$ cat config.mk
export PLATFORM = sky130hd
export DESIGN_NAME = seq_divider
export DESIGN_NICKNAME = d
export VERILOG_FILES = /design/src/rtl/seq_divider.sv
export SDC_FILE = /design/constraint.sdc
export NUM_CORES = 1
export LEC_CHECK = 0
export ABC_CLOCK_PERIOD_IN_PS = 14370
export BUFFER_PORTS_ARGS = -buffer_cell sky130_fd_sc_hd__buf_4
export CAP_MARGIN = 20
export CORE_ASPECT_RATIO = 2
export CORE_MARGIN = 10
export CORE_UTILIZATION = 63
export CTS_CLUSTER_DIAMETER = 100
export DETAILED_ROUTE_END_ITERATION = 6
export GPL_ROUTABILITY_DRIVEN = 0
export PLACE_DENSITY = 0.9
export SKIP_LAST_GASP = 1
export SYNTH_ARGS = -nofsm -noshare
export SYNTH_HDL_FRONTEND = slang
export SYNTH_SLANG_ARGS = --single-unit
export TNS_END_PERCENT = 100
$ cat constraint.sdc
create_clock -name clk -period 14.37 [get_ports clk]
set_clock_uncertainty 0.2 [all_clocks]
set_input_delay 1.437 -clock clk [delete_from_list [all_inputs] [get_ports clk]]
set_output_delay 1.437 -clock clk [all_outputs]
set_load 0.01 [all_outputs]
$ cat src/rtl/seq_divider.sv
// rtl/seq_divider.sv - iterative restoring divider for RV32M DIV/DIVU/REM/REMU
module seq_divider #(
    parameter int WIDTH = 32
) (
    input  logic             clk,
    input  logic             rst_n,
    input  logic             start,
    input  logic [1:0]       op,
    input  logic [WIDTH-1:0] A,
    input  logic [WIDTH-1:0] B,
    output logic             busy,
    output logic             done,
    output logic [WIDTH-1:0] Result
);

    localparam logic [1:0] S_IDLE = 2'd0;
    localparam logic [1:0] S_CALC = 2'd1;
    localparam logic [1:0] S_DONE = 2'd2;
    localparam int         CW     = $clog2(WIDTH + 1);
    localparam logic [WIDTH-1:0] INT_MIN = {1'b1, {(WIDTH-1){1'b0}}};

    logic [1:0]       state;
    logic [CW-1:0]    cnt;
    logic [WIDTH-1:0] rem;
    logic [WIDTH-1:0] quo;
    logic [WIDTH-1:0] dvsr;
    logic [1:0]       op_r;
    logic             sign_a;
    logic             sign_b;

    logic             accept;
    logic             in_signed;
    logic             a_neg;
    logic             b_neg;
    logic [WIDTH-1:0] a_abs;
    logic [WIDTH-1:0] b_abs;
    logic             div_zero;
    logic             overflow;
    logic [WIDTH-1:0] fast_res;

    logic [WIDTH:0]   shifted;
    logic [WIDTH:0]   trial;
    logic [WIDTH-1:0] q_next;
    logic [WIDTH-1:0] r_next;
    logic [WIDTH-1:0] q_fix;
    logic [WIDTH-1:0] r_fix;
    logic [WIDTH-1:0] final_res;
    logic             last_iter;

    assign accept    = start && ((state == S_IDLE) || (state == S_DONE));
    assign in_signed = ~op[0];
    assign a_neg     = in_signed & A[WIDTH-1];
    assign b_neg     = in_signed & B[WIDTH-1];
    // INT_MIN negates to itself, which is exactly its unsigned magnitude
    assign a_abs     = a_neg ? (~A + 1'b1) : A;
    assign b_abs     = b_neg ? (~B + 1'b1) : B;
    assign div_zero  = (B == '0);
    assign overflow  = in_signed && (A == INT_MIN) && (B == '1);

    always_comb begin
        fast_res = '0;
        if (div_zero) begin
            fast_res = op[1] ? A : '1;
        end else begin
            fast_res = op[1] ? '0 : INT_MIN;
        end
    end

    // One restoring step; the trial's top bit is its sign
    assign shifted   = {rem, quo[WIDTH-1]};
    assign trial     = shifted - {1'b0, dvsr};
    assign q_next    = {quo[WIDTH-2:0], ~trial[WIDTH]};
    assign r_next    = trial[WIDTH] ? shifted[WIDTH-1:0] : trial[WIDTH-1:0];
    assign q_fix     = (~op_r[0] & (sign_a ^ sign_b)) ? (~q_next + 1'b1) : q_next;
    assign r_fix     = (~op_r[0] & sign_a) ? (~r_next + 1'b1) : r_next;
    assign final_res = op_r[1] ? r_fix : q_fix;
    assign last_iter = (cnt == CW'(WIDTH - 1));

    assign busy = (state == S_CALC);
    assign done = (state == S_DONE);

    always_ff @(posedge clk or negedge rst_n) begin
        if (!rst_n) begin
            state  <= S_IDLE;
            cnt    <= '0;
            rem    <= '0;
            quo    <= '0;
            dvsr   <= '0;
            op_r   <= 2'b00;
            sign_a <= 1'b0;
            sign_b <= 1'b0;
            Result <= '0;
        end else begin
            case (state)
                S_CALC: begin
                    rem <= r_next;
                    quo <= q_next;
                    cnt <= cnt + 1'b1;
                    if (last_iter) begin
                        Result <= final_res;
                        state  <= S_DONE;
                    end
                end
                S_IDLE, S_DONE: begin
                    if (accept) begin
                        op_r   <= op;
                        sign_a <= a_neg;
                        sign_b <= b_neg;
                        rem    <= '0;
                        quo    <= a_abs;
                        dvsr   <= b_abs;
                        cnt    <= '0;
                        if (div_zero || overflow) begin
                            Result <= fast_res;
                            state  <= S_DONE;
                        end else begin
                            state  <= S_CALC;
                        end
                    end else begin
                        state <= S_IDLE;
                    end
                end
                default: state <= S_IDLE;
            endcase
        end
    end

endmodule

### Yosys cells after proc, flatten, opt, wreduce, memory -nomap -nowiden

Cells that the tools add are included.

* register bits: 140
* word-level logic and storage cells: 70
* output and inout bits: 34
* input port bits: 69

* mux-type cells: 23
* reduce and logical (&&, ||, !) cells: 12
* add/sub/neg operators: 6
* equal/unequal tests: 8
* bitwise logic cells: 12

Operators by type and width (number)
* $mux W32: 14
* $pmux W32 S2: 3
* $add A32 B1 Y32 const B: 4
* $not A32 Y32: 4
* $eq A32 B32 Y1 const B: 2
* $sub A33 B32 Y33: 1
* $logic_not A32 Y1: 1
* $pmux W6 S2: 1
* $add A6 B1 Y6 const B: 1
* $eq A6 B5 Y1 const B: 1
* $mux W2: 3
* $mux W6: 1
* $and A1 B1 Y1: 4
* $ne A2 B2 Y1 const B: 2
* $pmux W2 S2: 1
* $reduce_and A2 Y1: 2
* $reduce_and A4 Y1: 1
* $logic_and A1 B1 Y1: 3
* $not A1 Y1: 3
* $eq A2 B1 Y1 const B: 1
* $eq A2 B2 Y1 const B: 1
* $logic_not A2 Y1: 1
* $logic_or A1 B1 Y1: 2
* $ne A2 B1 Y1 const B: 1
* 3 further kinds: 3

### Logic depth before layout (Yosys ltp)

* depth after elaboration: 8
* gate-level depth with buffers: 24
* gate-level depth less buffers: 21

### Worst setup path after synthesis

OpenSTA, ideal clock, no wires.

* kind: reg-to-reg
* start: register rem[18]
* end: register Result[26]
* arrival: 4780 ps
* path slack: 9315 ps
* stages on the path, launching flop included: 23
* setup time: 74 ps
* path buffers: 4
* required time: 14096 ps
* period minus slack after synthesis: 5055 ps
* cell sequence: dfrtp_1 > ha_1 > buf_6 > a211oi_2 > o21bai_1 > o311a_1 > or3_1 > o211a_4 > clkinv_1 > buf_2 > buf_2 > buf_2 > nor2_1 > a21oi_1 > ha_1 > inv_1 > a2111oi_0 > mux2_2 > o221ai_2 > a2111o_1 > and3_1 > o31a_1 > o21ai_2

* longest elaborated chain between the ends: 8
* elaborated cells on any way between the ends: 12
* classes of those cells: add/sub (3); mux (6); bitwise (3)

Ends and longest elaborated chain
* start, declared: RTL line 24 `logic [WIDTH-1:0] rem;`
* start signal, assigned: RTL line 96 `rem <= r_next;`
* $sub A33 B32 Y33: RTL line 71 `assign trial = shifted - {1'b0, dvsr};`
* $mux W32 / $not A1 Y1 (equally long branches): RTL line 73, 72
* $not A32 Y32, on equally long branches: RTL line 75, 74
* $add A32 B1 Y32, on equally long branches: RTL line 75, 74
* $mux W32, on equally long branches: RTL line 75, 74
* $mux W32 (*): RTL line 76 `assign final_res = op_r[1] ? r_fix : q_fix;`
* $mux W32 (*): RTL line 99 `if (last_iter) begin`
* $pmux W32 S2 (*): RTL line 94 `case (state)`
* end signal, assigned: RTL line 100 `Result <= final_res;`
* end signal, assigned: RTL line 114 `Result <= fast_res;`
* end, declared: RTL line 13 `output logic [WIDTH-1:0] Result`

Mark *: on every way between the ends. The rest lies on a longest branch, timed or not. The select of a mux whose other input is x is not followed.
A chain may end at the register's enable or synchronous reset.

### Worst setup path after layout

* start: register rem[19]
* end: register Result[26]

Same word-level chain as after synthesis.

==> summary.md <==
| Metric | Value |
|---|---|
| Initial Util | `63.60%` |
| Filler Cell Count | `1458` |
| Type of the most critical hold path | `reg -> reg` |
| DR WL/cell | `23.21 microns` |
| Startpoint types | `register` |
| Synth warnings | `0` |
| Reg area | `0.003503 sq mm` |
| Critical path peak fanout | `41` |
| Final instance area | `0.01358 sq mm` |
| Final core occ | `70.79%` |
| DRT antenna net count | `0` |
| Clock Power Share | `11.6%` |
| Ratio of cells with drive above 1 in the final layout | `11.92%` |
| DP Cell Count | `1852` |
| Crit Path Class | `reg -> reg` |
| Final cell count without fillers | `1886` |
| Internal power | `0.001781 W` |
| Critical path depth | `19` |
| Final period util | `41.02%` |
| Antenna Diode Count | `0` |
| Buffers on Ports | `102` |
| Pin count of the biggest net entering global routing | `78` |
| Crit path buf inv count | `3` |
| Critical path's slowest cell | `nor3_1` |
| Initial DRT Pass Iterations | `6` |
| Sw Share | `53.09%` |
| Ys async rst share | `100.0%` |
| Share of the yosys chip area belonging to registers | `28.71%` |
| Post-synthesis register bit count | `140` |
| Synthesized area per cell | `7.778 sq um` |
| Num CTS Buffers | `17` |
| Max incr delay on CP | `0.73 ns` |
| Synth top area cells | `dfrtp_1, o21ai_0, nand2_1, xnor2_1, xor2_1` |
| Postcts setup bufs | `0` |
| DR DRC count | `0` |
| Horiz. Die Dim | `118.4 microns` |
| Clk root buf | `clkbuf_16` |
| Commonest non-fill, non-tap cell in the layout | `o21ai_0` |
| Seq pwr share | `21.3%` |
| Run status | `completed` |
| Synth area leader | `dfrtp_1` |
| Leak pwr | `5.517 nW` |
| Clock sinks | `140` |
| Crit path capture type | `register` |
| Multi-input logic area | `0.008043 sq mm` |
| Layout Nets | `1722` |
| Cts hold-fix bufs | `0` |
| Clock-pin slew on the worst setup and hold paths | `0.06 ns` |
| Synth Net Count | `1677` |
| Max Slew Vio Count | `0` |
| WHS | `0.2819 ns` |
| Worst Tran Pin Value | `1.059 ns` |
| First-pass GRT wire length | `69110 microns` |
| CTS tree | `yes` |
| Commonest cells after routing, fill and taps aside | `o21ai_0, nand2_1, dfrtp_1, nor2_1, buf_4` |
| Post-DP Area | `0.01297 sq mm` |
| Post-synth top flop | `dfrtp_1` |
| Num rows | `72` |
| RSZ-0062 raised after global routing | `false` |
| Cells on worst reg2reg path | `19` |
| Worst skew pair latency | `0.45 ns` |
| Clock Tree Buf Depth | `2` |
| Post-CTS Resized | `0` |
| H-tree depth | `4` |
| Final min period | `5.895 ns` |
| Top Ports | `103` |
| DR iter-0 viols | `1330` |
| WP data required | `14.55 ns` |
| Slew margin rel. | `29.25%` |
| Setup Total Neg Slack | `0 ns` |
| Finish-stage setup viols | `0` |
| Antenna violations before repair | `0` |
| Core ar. | `0.01919 sq mm` |
| GRT Overall Usage | `33.66%` |
| Syn-to-layout area delta | `11.31%` |
| WP data arrival | `6.07 ns` |
| Endpoints failing hold | `0` |
| Combinational fraction of design power | `67.1%` |
| Crit path max-delay family | `compound AO/OA/AOI/OAI gates` |
| Post-synth top area share | `28.71%` |
| Vias in the first global route | `12883` |
| CP cell instances | `ha_1 > nand4_1 > nor3_1 > nand2_1 > a21oi_1 > o211a_4 > clkinv_1 > nand2_1 > o21ai_0 > inv_1 > ha_1 > inv_1 > a2111oi_0 > mux2_2 > o221ai_2 > a2111o_1 > and3_1 > o31a_1 > o21ai_2` |
| DR vias/cell | `6.891` |
| Max Clk Rate | `169.6 MHz` |
| Placed wire-length estimate | `31750 microns` |
| Max VDD drop | `170.8 uV` |
| Vias | `12997` |
| Post-synth EDFFs | `0` |
| Post-synthesis cell area | `0.01220 sq mm` |
| Post-synthesis cell count | `1569` |
| Final wirelength | `43780 microns` |
| Total die area | `0.02568 sq mm` |
| Die Ht | `216.8 microns` |
| Psw | `0.002015 W` |
| Count of cell types in the netlist | `94` |
| Pwr Density | `279.5 mW/mm^2` |
| Grt ovf | `0` |
| Max cap viols | `0` |
| Cells on Worst Hold Path | `2` |
-- path summary, 6_finish.rpt --
path	from	end	slack (ns)
setup / recovery	rem[19]	Result[26]	8.47
hold / removal	dvsr[15]	dvsr[15]	0.28
setup reg to reg	rem[19]	Result[26]	8.47
hold reg to reg	dvsr[15]	dvsr[15]	0.28
max in group asynchronous	rst_n	Result[2]	12.08
min in group asynchronous	rst_n	cnt[0]	0.78
-- state kept, by name, summed over array words and instances (netlist names), 2 cells and up --
name and flops:
state 2, op_r 2, dvsr 32, rem 32
cnt 6, Result 32, quo 32
-- worst min-delay path, delay by kind of cell, from the launching register on --
family	cells	cell delay [ns]
AOI/OAI and AO/OA	1	0.06
DFF	1	0.34
and+or+nand+nor	1	0.04
-- stage by stage --
step / total power (W) / worst slack [ns]
6_report: 0.003796 / 8.475
2_1_floorplan: 0.002561 / 9.315
4_1_cts: 0.003678 / 8.874
3_3_place_gp: 0.003140 / 9.159
3_5_place_dp: 0.003206 / 8.896
5_1_grt: 0.004035 / 8.225
-- final cells by class --
class,instances,share of cell area [%]
multi-input cells,1277,59.21
flip-flops and latches,140,25.79
repair buffers,119,6.751
clock buffers,18,3.233
well taps,259,2.386
inverters,59,1.630
clock inverters,14,1.004
-- power groups by stage --
stage               clock [W]  sequential (W)  combinational [W]
floorplan                   0        0.000727            0.00183
global placement            0        0.000783            0.00236
detailed placement          0        0.000789            0.00242
CTS                  0.000436        0.000788            0.00245
global route         0.000455        0.000824            0.00276
finish               0.000440        0.000809            0.00255
-- cell families after synthesis --
logic type	count (synthesis)	share of synthesized area [%]
and+or+nand+nor	530	20.67
muxes	56	4.706
adders and majority gates	39	4.060
DFF	140	28.71
buffers and inverters	152	5.464
AOI/OAI and AO/OA	525	27.28
xor gates and xnor gates	127	9.114
-- per-layer routing --
layer  track usage [%]  wire (microns)  vias to the layer above  part of all wire, %
met5                 0               0                        -                    0
met4             25.25            3503                        0                  8.0
met3             6.767            3593                      283                  8.2
met2             59.25           22700                      889                   52
met1             34.46           13990                     6046                   32
li1                  -               -                     5779                    -
-- cells in the mapped netlist, types with 5 or more instances --
master / count
a211oi_1: 12
a21boi_0: 5
a21o_1: 10
a21oi_1: 99
a221oi_1: 9
a22oi_1: 5
a31oi_1: 35
and2_1: 11
and3_1: 8
buf_1: 9
buf_2: 12
clkbuf_1: 62
dfrtp_1: 140
ha_1: 38
inv_1: 55
mux2_2: 8
mux2i_1: 47
nand2_1: 192
nand2b_1: 17
nand3_1: 28
nand4_1: 18
nor2_1: 128
nor2b_1: 11
nor3_1: 34
nor3b_1: 6
nor4_1: 17
o2111ai_1: 5
o211a_1: 6
o211ai_1: 36
o21a_1: 12
o21ai_0: 195
o21ai_1: 11
o22ai_1: 5
o31a_1: 9
o31ai_1: 18
o41ai_1: 6
or2_2: 5
or3_1: 22
xnor2_1: 66
xor2_1: 61
(Power assumes the default switching activity.)
